`src/rtl/seq1101_pkg.sv`:
```
// rtl/seq1101_pkg.sv - shared encodings for the 1101 framer and detector
package seq1101_pkg;

  typedef enum logic [1:0] {
    S0 = 2'd0,
    S1 = 2'd1,
    S2 = 2'd2,
    S3 = 2'd3
  } mirror_state_t;

  typedef enum logic [1:0] {
    IDLE = 2'd0,
    SYNC = 2'd1,
    DATA = 2'd2,
    TAIL = 2'd3
  } tx_state_t;

  localparam logic [3:0] SYNC_PATTERN = 4'b1101;

endpackage

```
`src/rtl/seq1101_framer_tx_if.sv`:
```
// rtl/seq1101_framer_tx_if.sv - word handshake and serial output bundle of the framer
interface seq1101_framer_tx_if #(
  parameter int DATA_W = 8
);

  logic              in_valid;
  logic              in_ready;
  logic [DATA_W-1:0] in_data;
  logic              tx_out;
  logic              tx_en;
  logic              stuff_flag;
  logic              frame_done;

  modport master (
    output in_valid,
    output in_data,
    input  in_ready,
    input  tx_out,
    input  tx_en,
    input  stuff_flag,
    input  frame_done
  );

  modport slave (
    input  in_valid,
    input  in_data,
    output in_ready,
    output tx_out,
    output tx_en,
    output stuff_flag,
    output frame_done
  );

endinterface

```
`src/rtl/seq1101_mirror.sv`:
```
// rtl/seq1101_mirror.sv - one step of the non-overlapping Mealy 1101 detector
module seq1101_mirror
  import seq1101_pkg::*;
(
  input  mirror_state_t state,
  input  logic          bit_in,
  output mirror_state_t next_state,
  output logic          detect
);

  always_comb begin
    next_state = S0;
    detect     = 1'b0;
    unique case (state)
      S0: next_state = bit_in ? S1 : S0;
      S1: next_state = bit_in ? S2 : S0;
      S2: next_state = bit_in ? S2 : S3;
      S3: begin
        next_state = S0;
        detect     = bit_in;
      end
      default: next_state = S0;
    endcase
  end

endmodule

```
`src/rtl/seq1101_framer_tx.sv`:
```
// rtl/seq1101_framer_tx.sv - 1101 sync + payload serialiser with detector-driven 0 stuffing
module seq1101_framer_tx
  import seq1101_pkg::*;
#(
  parameter int DATA_W = 8
) (
  input logic               clk,
  input logic               reset,
  seq1101_framer_tx_if.slave bus
);

  localparam int CNT_W = $clog2(DATA_W + 1);

  tx_state_t         state_q, state_d;
  mirror_state_t     mirror_q, mirror_d, mirror_base, mirror_next;
  logic [DATA_W-1:0] shift_q, shift_d;
  logic [CNT_W-1:0]  bit_cnt_q, bit_cnt_d;
  logic [1:0]        sync_idx_q, sync_idx_d;
  logic [1:0]        sync_bit_idx;
  logic              accept, emit, emit_bit, emit_stuff, last_bit, mirror_detect;

  assign accept = bus.in_valid && bus.in_ready && (state_q == IDLE);

  // The mirror sees the bit being registered this edge, so mirror_q always
  // reflects the detector state after the bit currently on tx_out.
  seq1101_mirror u_mirror (
    .state      (mirror_base),
    .bit_in     (emit_bit),
    .next_state (mirror_next),
    .detect     (mirror_detect)
  );

  always_ff @(posedge clk or posedge reset) begin
    if (reset) begin
      state_q        <= IDLE;
      mirror_q       <= S0;
      shift_q        <= '0;
      bit_cnt_q      <= '0;
      sync_idx_q     <= '0;
      bus.in_ready   <= 1'b0;
      bus.tx_out     <= 1'b0;
      bus.tx_en      <= 1'b0;
      bus.stuff_flag <= 1'b0;
      bus.frame_done <= 1'b0;
    end else begin
      state_q        <= state_d;
      mirror_q       <= mirror_d;
      shift_q        <= shift_d;
      bit_cnt_q      <= bit_cnt_d;
      sync_idx_q     <= sync_idx_d;
      bus.in_ready   <= (state_q == IDLE) && !accept;
      bus.tx_out     <= emit_bit;
      bus.tx_en      <= emit;
      bus.stuff_flag <= emit_stuff;
      bus.frame_done <= last_bit;
    end
  end

  always_comb begin
    emit         = 1'b0;
    emit_bit     = 1'b0;
    emit_stuff   = 1'b0;
    mirror_base  = mirror_q;
    sync_bit_idx = 2'd3 - sync_idx_q;
    unique case (state_q)
      IDLE: begin
        if (accept) begin
          emit        = 1'b1;
          emit_bit    = SYNC_PATTERN[3];
          mirror_base = S0;
        end
      end
      SYNC: begin
        emit     = 1'b1;
        emit_bit = SYNC_PATTERN[sync_bit_idx];
      end
      DATA: begin
        emit = 1'b1;
        if (mirror_q == S3) begin
          emit_stuff = 1'b1;
        end else begin
          emit_bit = shift_q[DATA_W-1];
        end
      end
      TAIL: begin
        emit       = 1'b1;
        emit_stuff = (mirror_q == S3);
      end
      default: emit = 1'b0;
    endcase
    last_bit = emit && (mirror_next == S0) &&
               ((state_q == TAIL) ||
                (state_q == DATA && !emit_stuff && bit_cnt_q == CNT_W'(1)));
  end

  always_comb begin
    state_d    = state_q;
    shift_d    = shift_q;
    bit_cnt_d  = bit_cnt_q;
    sync_idx_d = sync_idx_q;
    mirror_d   = emit ? mirror_next : mirror_q;
    unique case (state_q)
      IDLE: begin
        if (accept) begin
          state_d    = SYNC;
          shift_d    = bus.in_data;
          bit_cnt_d  = CNT_W'(DATA_W);
          sync_idx_d = 2'd1;
        end
      end
      SYNC: begin
        sync_idx_d = sync_idx_q + 2'd1;
        // The 4th sync bit is the only detection a frame ever produces.
        if (mirror_detect) begin
          state_d = DATA;
        end
      end
      DATA: begin
        if (!emit_stuff) begin
          shift_d   = shift_q << 1;
          bit_cnt_d = bit_cnt_q - CNT_W'(1);
          if (bit_cnt_q == CNT_W'(1)) begin
            state_d = last_bit ? IDLE : TAIL;
          end
        end
      end
      TAIL: begin
        if (last_bit) begin
          state_d = IDLE;
        end
      end
      default: state_d = IDLE;
    endcase
  end

endmodule

```
`src/flat_wrapper.sv`:
```
// flat-port wrapper written by rule: the top's interface ports become plain ports
module seq1101_framer_tx_flat import seq1101_pkg::*;
#(
  parameter int DATA_W = 8
)
  (clk, reset, bus_in_valid, bus_in_data, bus_in_ready, bus_tx_out, bus_tx_en, bus_stuff_flag, bus_frame_done);
  seq1101_framer_tx_if #(.DATA_W(DATA_W)) bus_i ();
  input logic clk;
  input logic reset;
  input wire logic [$bits(bus_i.in_valid)-1:0] bus_in_valid;
  input wire logic [$bits(bus_i.in_data)-1:0] bus_in_data;
  output wire logic [$bits(bus_i.in_ready)-1:0] bus_in_ready;
  output wire logic [$bits(bus_i.tx_out)-1:0] bus_tx_out;
  output wire logic [$bits(bus_i.tx_en)-1:0] bus_tx_en;
  output wire logic [$bits(bus_i.stuff_flag)-1:0] bus_stuff_flag;
  output wire logic [$bits(bus_i.frame_done)-1:0] bus_frame_done;
  assign bus_i.in_valid = bus_in_valid;
  assign bus_i.in_data = bus_in_data;
  assign bus_in_ready = bus_i.in_ready;
  assign bus_tx_out = bus_i.tx_out;
  assign bus_tx_en = bus_i.tx_en;
  assign bus_stuff_flag = bus_i.stuff_flag;
  assign bus_frame_done = bus_i.frame_done;
  seq1101_framer_tx #(.DATA_W(DATA_W)) u_core (.clk(clk), .reset(reset), .bus(bus_i));
endmodule
```
`config.mk`:
```
export PLATFORM = sky130hd
export DESIGN_NAME = seq1101_framer_tx_flat
export DESIGN_NICKNAME = d
export VERILOG_FILES = /design/src/rtl/seq1101_pkg.sv /design/src/rtl/seq1101_framer_tx_if.sv /design/src/rtl/seq1101_mirror.sv /design/src/rtl/seq1101_framer_tx.sv /design/src/flat_wrapper.sv
export SDC_FILE = /design/constraint.sdc
export NUM_CORES = 1
export LEC_CHECK = 0
export CELL_PAD_IN_SITES_DETAIL_PLACEMENT = 1
export CELL_PAD_IN_SITES_GLOBAL_PLACEMENT = 2
export CORE_MARGIN = 4
export CORE_UTILIZATION = 36
export CTS_CLUSTER_SIZE = 28
export DETAILED_ROUTE_END_ITERATION = 7
export PLACE_DENSITY_LB_ADDON = 0.15
export SYNTH_ARGS = -nofsm -noshare
export SYNTH_HDL_FRONTEND = slang
export SYNTH_HIERARCHICAL = 1
export SYNTH_SLANG_ARGS = --single-unit
export TNS_END_PERCENT = 10
```
`constraint.sdc`:
```
create_clock -name clk -period 2.1 [get_ports clk]
set_input_delay 0.42 -clock clk [delete_from_list [all_inputs] [get_ports clk]]
set_output_delay 0.42 -clock clk [all_outputs]
set_load 0.005 [all_outputs]
```
=== Word-level counts from Yosys, hierarchy flattened ===
Index checks and enable logic that the tools add are counted.
Widths: inputs -> output; s select.

* Word-level logic and storage cells: 75
* Bits in registers: 23
* Bits of input ports: 11
* Output and inout port bits: 5

* $add $sub $neg: 3
* Equality and inequality tests: 13
* Muxes and demuxes: 29
* Order comparisons: 1
* Reductions and logical operators: 19

{| class="wikitable"
|+ Operators with widths
! cell !! number
|-
| $mux 2 || 9
|-
| $mux 8 || 2
|-
| $pmux 2 s4 || 2
|-
| $pmux 8 s2 || 1
|-
| $eq 2x2->1 const B || 5
|-
| $mux 4 || 2
|-
| $pmux 4 s2 || 1
|-
| $logic_and 1x1->1 || 7
|-
| $mux 1 || 7
|-
| $logic_not 2->1 || 3
|-
| $ne 2x1->1 const B || 3
|-
| $reduce_and 5->1 || 1
|-
| $eq 2x1->1 const B || 2
|-
| $eq 4x1->1 const B || 1
|-
| $ne 2x2->1 const B || 2
|-
| $pmux 1 s2 || 2
|-
| $pmux 2 s2 || 1
|-
| $reduce_bool 2->1 || 2
|-
| $sub 4x1->4 const B || 1
|-
| $lt 2x3->1 const B || 1
|-
| $pmux 1 s3 || 1
|-
| $reduce_and 3->1 || 1
|-
| $reduce_or 3->1 || 1
|-
| $add 2x1->2 const B || 1
|-
| other kinds (5) || 6
|}

=== Depth between registers and ports, before layout ===
* Word-level depth: 13
* Mapped depth: 9
* Depth with buffers taken out: 9

=== Cells and area by module ===
Netlist, hierarchy kept.

{| class="wikitable"
|+ By module, submodules not included
! module !! cells each !! area an instance (um^2) !! times used
|-
| seq1101_framer_tx || 93 || 1,152.4 || 1
|-
| seq1101_mirror || 5 || 33.8 || 1
|}

=== Least setup slack after synthesis ===
Ideal clock, no wire load.

* Path kind: reg-to-reg
* Start: reg u_core.state_q[1]
* End: reg u_core.state_q[1]
* Arrival time: 1.794 ns
* Library setup time: 0.126 ns
* Path slack: 0.180 ns
* Clock period less this slack: 1.920 ns
* Path buffers: 2
* Required time: 1.974 ns
* Stages on the path, launching flop included: 10
* Path through: dfrtp_1 -> buf_6 -> nor2b_1 -> buf_6 -> a311o_1 -> xnor2_1 -> nor2_1 -> nor2_1 -> inv_1 -> a221o_1

* Cells in the longest elaborated chain, start to end: 13

{| class="wikitable"
|+ RTL lines
! item !! RTL line !! source
|-
| from (decl) || seq1101_framer_tx.sv:14 || <nowiki>tx_state_t state_q, state_d;</nowiki>
|-
| from (signal assigned) || seq1101_framer_tx.sv:46 || <nowiki>state_q <= state_d;</nowiki>
|-
| $logic_not 2->1 || seq1101_framer_tx.sv:22, seq1101_framer_tx.sv:65 ||
|-
| $logic_and 1x1->1 || seq1101_framer_tx.sv:22 || <nowiki>assign accept = bus.in_valid && bus.in_ready && (state_q == IDLE);</nowiki>
|-
| $mux 1 || seq1101_framer_tx.sv:67 || <nowiki>if (accept) begin</nowiki>
|-
| $pmux 1 s3 * || seq1101_framer_tx.sv:65 || <nowiki>unique case (state_q)</nowiki>
|-
| net u_core.emit_bit || seq1101_framer_tx.sv:20 || <nowiki>logic accept, emit, emit_bit, emit_stuff, last_bit, mirror_detect;</nowiki>
|-
| $mux 1, on equally long branches || seq1101_mirror.sv:17, seq1101_mirror.sv:15 ||
|-
| $pmux 2 s4 * || seq1101_mirror.sv:14 || <nowiki>unique case (state)</nowiki>
|-
| net u_core.mirror_next[0] || seq1101_framer_tx.sv:15 || <nowiki>mirror_state_t mirror_q, mirror_d, mirror_base, mirror_next;</nowiki>
|-
| $logic_not 2->1 * || seq1101_framer_tx.sv:91 || <nowiki>last_bit = emit && (mirror_next == S0) &&</nowiki>
|-
| $logic_and 1x1->1 * (2 in a row) || seq1101_framer_tx.sv:91 ||
|-
| $mux 2 || seq1101_framer_tx.sv:123 || <nowiki>state_d = last_bit ? IDLE : TAIL;</nowiki>
|-
| $mux 2 || seq1101_framer_tx.sv:122 || <nowiki>if (bit_cnt_q == CNT_W'(1)) begin</nowiki>
|-
| $mux 2 || seq1101_framer_tx.sv:119 || <nowiki>if (!emit_stuff) begin</nowiki>
|-
| $pmux 2 s4 || seq1101_framer_tx.sv:102 || <nowiki>unique case (state_q)</nowiki>
|}

Mark *: on every way through the listed nets, which the timed path passes. The rest lies on a longest branch. The select of a mux whose other input is x is not followed.
A chain may end at the register's enable or synchronous reset.

=== Worst setup path in the final report ===
* Start: in bus_in_valid
* End: reg u_core.state_q[0]

* Cells in the longest elaborated chain, start to end: 13

{| class="wikitable"
|+ RTL lines
! item !! RTL line !! source
|-
| from (decl) || flat_wrapper.sv:10 || <nowiki>input wire logic [$bits(bus_i.in_valid)-1:0] bus_in_valid;</nowiki>
|-
| $logic_and 1x1->1 * (2 in a row) || seq1101_framer_tx.sv:22 ||
|-
| $mux 1 * || seq1101_framer_tx.sv:67 ||
|-
| $pmux 1 s3 * || seq1101_framer_tx.sv:65 ||
|-
| net u_core.emit_bit || seq1101_framer_tx.sv:20 ||
|-
| $mux 2 * || seq1101_mirror.sv:16 || <nowiki>S1: next_state = bit_in ? S2 : S0;</nowiki>
|-
| $pmux 2 s4 * || seq1101_mirror.sv:14 ||
|-
| net u_core.mirror_next[1] || seq1101_framer_tx.sv:15 ||
|-
| $logic_not 2->1 * || seq1101_framer_tx.sv:91 ||
|-
| $logic_and 1x1->1 * (2 in a row) || seq1101_framer_tx.sv:91 ||
|-
| $mux 2 || seq1101_framer_tx.sv:123 ||
|-
| $mux 2 || seq1101_framer_tx.sv:122 ||
|-
| $mux 2 || seq1101_framer_tx.sv:119 ||
|-
| $pmux 2 s4 || seq1101_framer_tx.sv:102 ||
|}

Marks and branches as above.

==> impl_metrics.xml <==
<?xml version="1.0" encoding="UTF-8"?>
<metrics>
  <group name="status">
    <metric name="outcome" unit="">completed</metric>
  </group>
  <group name="clock_tree">
    <metric name="cts_tree" unit="">done</metric>
    <metric name="cts.htree.levels" unit="">1</metric>
    <metric name="numClockSinks" unit="">23</metric>
    <metric name="clock_insertion_delay_worst_skew" unit="ns">0.32</metric>
    <metric name="clock_tree_root_buffer_cell" unit="">sky130_fd_sc_hd__clkbuf_4</metric>
    <metric name="cts_buffer_depth" unit="">2</metric>
    <metric name="cts-hold-fix-buffers" unit="">0</metric>
    <metric name="worst_setup_hold_path_clk_slew" unit="ns">0.14</metric>
    <metric name="tritoncts.num_buffers" unit="">3</metric>
  </group>
  <group name="power_and_ir_drop">
    <metric name="portion_of_total_power_attributed_to_combinational_logic" unit="%">50.5</metric>
    <metric name="power_per_cell_area" unit="nW/um2">1340</metric>
    <metric name="p_leak" unit="nW">0.699</metric>
    <metric name="vdd_drop_max" unit="mV">0.566</metric>
    <metric name="clock_power_share" unit="%">10.7</metric>
    <metric name="cell_internal_pwr" unit="mW">1.33</metric>
    <metric name="netSwitchingFraction" unit="%">34.6</metric>
    <metric name="power.net_switching" unit="mW">0.701</metric>
    <metric name="power.share.sequential" unit="%">38.8</metric>
  </group>
  <group name="final_layout">
    <metric name="insertedDiodeCount" unit="">0</metric>
    <metric name="layout-area-overhead-vs-synth" unit="%">27.2</metric>
    <metric name="post-route-cell-area" unit="um2">1510</metric>
    <metric name="most_frequent_cells_in_the_layout" unit="">sky130_fd_sc_hd__dfrtp_1 (21), sky130_fd_sc_hd__buf_4 (17), sky130_fd_sc_hd__clkdlybuf4s50_1 (15)</metric>
    <metric name="share_of_cells_above_drive_strength_1" unit="%">31.0</metric>
    <metric name="final-instance-count-excl-fill" unit="">173</metric>
    <metric name="postLayoutCoreUtil" unit="%">48.6</metric>
    <metric name="most_frequent_standard_cell_in_the_layout_excluding_fill_and_tap_cells" unit="">sky130_fd_sc_hd__dfrtp_1</metric>
    <metric name="layout.nets" unit="">144</metric>
  </group>
  <group name="detailed_routing">
    <metric name="vias" unit="">819</metric>
    <metric name="drt_wl_cell" unit="um">14.0</metric>
    <metric name="drt-initial-drc-count" unit="">16</metric>
    <metric name="detailedRoute.firstPassIterationCount" unit="">4</metric>
    <metric name="via_per_inst" unit="">4.73</metric>
    <metric name="drc" unit="">0</metric>
    <metric name="drt_wl_total" unit="um">2420</metric>
    <metric name="drtAntennaViolNets" unit="">0</metric>
  </group>
  <group name="timing">
    <metric name="setup_violations" unit="">0</metric>
    <metric name="maxSlewViolCount" unit="">0</metric>
    <metric name="rsz0062_at_grt" unit="">yes</metric>
    <metric name="timing.max_slew.rel_slack" unit="%">71.7</metric>
    <metric name="period_share" unit="%">98.2</metric>
    <metric name="worstMarginPinSlew" unit="ns">0.424</metric>
    <metric name="skew_final" unit="ns">0.0145</metric>
    <metric name="min_period" unit="ns">2.06</metric>
    <metric name="max_clock_freq" unit="MHz">485</metric>
    <metric name="hold_violations" unit="">0</metric>
    <metric name="fin_hold_ws" unit="ns">0.430</metric>
  </group>
  <group name="yosys">
    <metric name="ys_seq_area_share" unit="%">48.5</metric>
    <metric name="dominant_synthesized_flop_cell" unit="">sky130_fd_sc_hd__dfrtp_1</metric>
    <metric name="syn_area" unit="um2">1190</metric>
    <metric name="synth_cell_type_count" unit="">28</metric>
    <metric name="synth_enable_flop_cells" unit="">0</metric>
    <metric name="average_size_of_a_mapped_cell" unit="um2">12.1</metric>
    <metric name="async_reset_ff_share" unit="%">100</metric>
    <metric name="post_synth_main_area_contributors" unit="">sky130_fd_sc_hd__dfrtp_1 (49%), sky130_fd_sc_hd__mux2_4 (10%), sky130_fd_sc_hd__mux2_2 (4.7%), sky130_fd_sc_hd__mux2_1 (3.8%), sky130_fd_sc_hd__ha_1 (3.2%)</metric>
    <metric name="warnings_synthesis" unit="">6</metric>
    <metric name="ys_seq_elements" unit="">23</metric>
    <metric name="netlist.area_leader.share" unit="%">48.5</metric>
    <metric name="mapped_cells" unit="">98</metric>
    <metric name="synthesis.nets" unit="">112</metric>
    <metric name="synth_top_cell_by_area" unit="">sky130_fd_sc_hd__dfrtp_1</metric>
  </group>
  <group name="floorplan">
    <metric name="floorplan.core_area" unit="um2">3100</metric>
    <metric name="floorplan.die.width" unit="um">65.4</metric>
    <metric name="ioPinCount" unit="">16</metric>
    <metric name="die_height" unit="um">65.4</metric>
    <metric name="initial_utilization" unit="%">38.2</metric>
    <metric name="die_area" unit="um2">4280</metric>
    <metric name="rows" unit="">20</metric>
  </group>
  <group name="placement">
    <metric name="place.detailed.instances" unit="">162</metric>
    <metric name="port_buffer_cells" unit="">15</metric>
    <metric name="gpl.final_weighted_congestion" unit="">0.811</metric>
    <metric name="postPlaceCellArea" unit="um2">1420</metric>
    <metric name="detail_placement_hpwl" unit="um">1700</metric>
  </group>
  <group name="grt">
    <metric name="first_global_vias" unit="">865</metric>
    <metric name="grt_start_max_net_pins" unit="">24</metric>
    <metric name="antenna_violations_before_repair" unit="">0</metric>
    <metric name="first_pass_grt_wire_length" unit="um">4020</metric>
    <metric name="grt-ovfl-total" unit="">0</metric>
    <metric name="groute.usage.overall" unit="%">12.4</metric>
  </group>
  <group name="run">
    <metric name="cap_viol_max_count" unit="">0</metric>
  </group>
  <group name="worst_setup_path">
    <metric name="reg2reg_capture_point" unit="">u_core/state_q[0]</metric>
    <metric name="timing.rr.start" unit="">u_core/state_q[0]</metric>
    <metric name="timing.reg2reg.setup_slack" unit="ns">0.09</metric>
    <metric name="critical_path_start_type" unit="">primary input</metric>
    <metric name="worstPathMaxFanout" unit="">5</metric>
    <metric name="rr_worst_depth" unit="">7</metric>
    <metric name="path_class" unit="">primary input to register</metric>
    <metric name="arrival" unit="ns">2.32</metric>
    <metric name="worst_setup_path_startpoint" unit="">bus_in_valid</metric>
    <metric name="endpoint_kind" unit="">register</metric>
    <metric name="cp_data_required_time" unit="ns">2.36</metric>
  </group>
  <group name="hold_path">
    <metric name="worstHoldPathType" unit="">primary input to asynchronous set/reset pin</metric>
  </group>
</metrics>
[routing by layer]
metal  track usage [%]  vias to the layer above  routed length (um)
li1                  -                      395                   -
met1              15.7                      410                1120
met2              20.5                       12                1210
met3              2.22                        2                  64
met4              5.44                        0                  18
met5                 0                        -                   0
[Yosys cell counts (all sizes together) (3+ instances only)]
library cell   n
a21oi          3
buf            4
dfrtp         23
ha             3
inv            7
mux2          17
mux2i          3
nand2          5
nand2b         3
nand3          3
nor2           7
nor2b          4
[cells by family after synthesis]
group	after synthesis	synth area share (%)
mux	20	21.2
fa+ha+maj	3	3.16
simple gates	28	13.5
compound gates	11	6.86
buf+inv	12	6.01
xor+xnor	1	0.739
flops	23	48.5
[worst max-delay path by stage]
stage	end	cells past startpoint
finish	u_core/state_q[0]	8
global route	u_core/state_q[1]	8
CTS	u_core/state_q[1]	7
detailed placement	u_core/state_q[1]	8
global placement	u_core/state_q[1]	8
floorplan	u_core/state_q[1]	9
[flip-flops by register name, indices dropped and copies added (netlist names)]
register               cells
u_core/shift_q             8
u_core/bit_cnt_q           4
u_core/mirror_q            2
u_core/state_q             2
u_core/sync_idx_q          2
u_core/bus.frame_done      1
u_core/bus.in_ready        1
u_core/bus.stuff_flag      1
u_core/bus.tx_en           1
u_core/bus.tx_out          1
[power groups by stage]
stage | sequential, mW | clock (mW) | combinational [mW]
5_1_grt | 0.817 | 0.248 | 1.13
6_report | 0.786 | 0.217 | 1.02
4_1_cts | 0.790 | 0.227 | 0.925
3_5_place_dp | 0.800 | 0 | 0.910
2_1_floorplan | 0.753 | 0 | 0.669
3_3_place_gp | 0.792 | 0 | 0.891
[what timing repair did]
| item | 4_1_cts | 5_1_grt |
|---|---|---|
| hold endpoints to repair | 0 | 0 |
| gates resized for setup | 0 | 4 |
| setup buffers | 1 | 6 |
| pin swaps | 1 | 2 |
| endpoints found under the setup margin | 1 | 2 |
[cell type report]
type | instances | area (um2)
Fill cell | 362 | 1590
Multi-Input combinational cell | 63 | 546
Tap cell | 44 | 55.1
Sequential cell | 23 | 578
Clock buffer | 4 | 26.3
Timing Repair Buffer | 32 | 278
Inverter | 7 | 26.3
[worst max-delay path, stage by stage]
cell and delay, ns:
sky130_fd_sc_hd__clkdlybuf4s50_1 0.50, sky130_fd_sc_hd__nor4bb_4 0.34, sky130_fd_sc_hd__a311o_1 0.26, sky130_fd_sc_hd__nand2_1 0.10
sky130_fd_sc_hd__mux2i_2 0.22, sky130_fd_sc_hd__nor2_2 0.09, sky130_fd_sc_hd__a221o_1 0.30, sky130_fd_sc_hd__nor2_1 0.09
[per-stage QoR]
stage / TNS (ns) / total power, mW / worst slack, ns
6_report: 0 / 2.03 / 0.0377
5_1_grt: -0.0414 / 2.19 / -0.0219
4_1_cts: 0 / 1.94 / 0.00536
3_5_place_dp: -0.987 / 1.71 / -0.310
3_3_place_gp: -0.353 / 1.68 / -0.191
2_1_floorplan: 0 / 1.42 / 0.180
No activity file was read; power rests on OpenSTA's default activity.
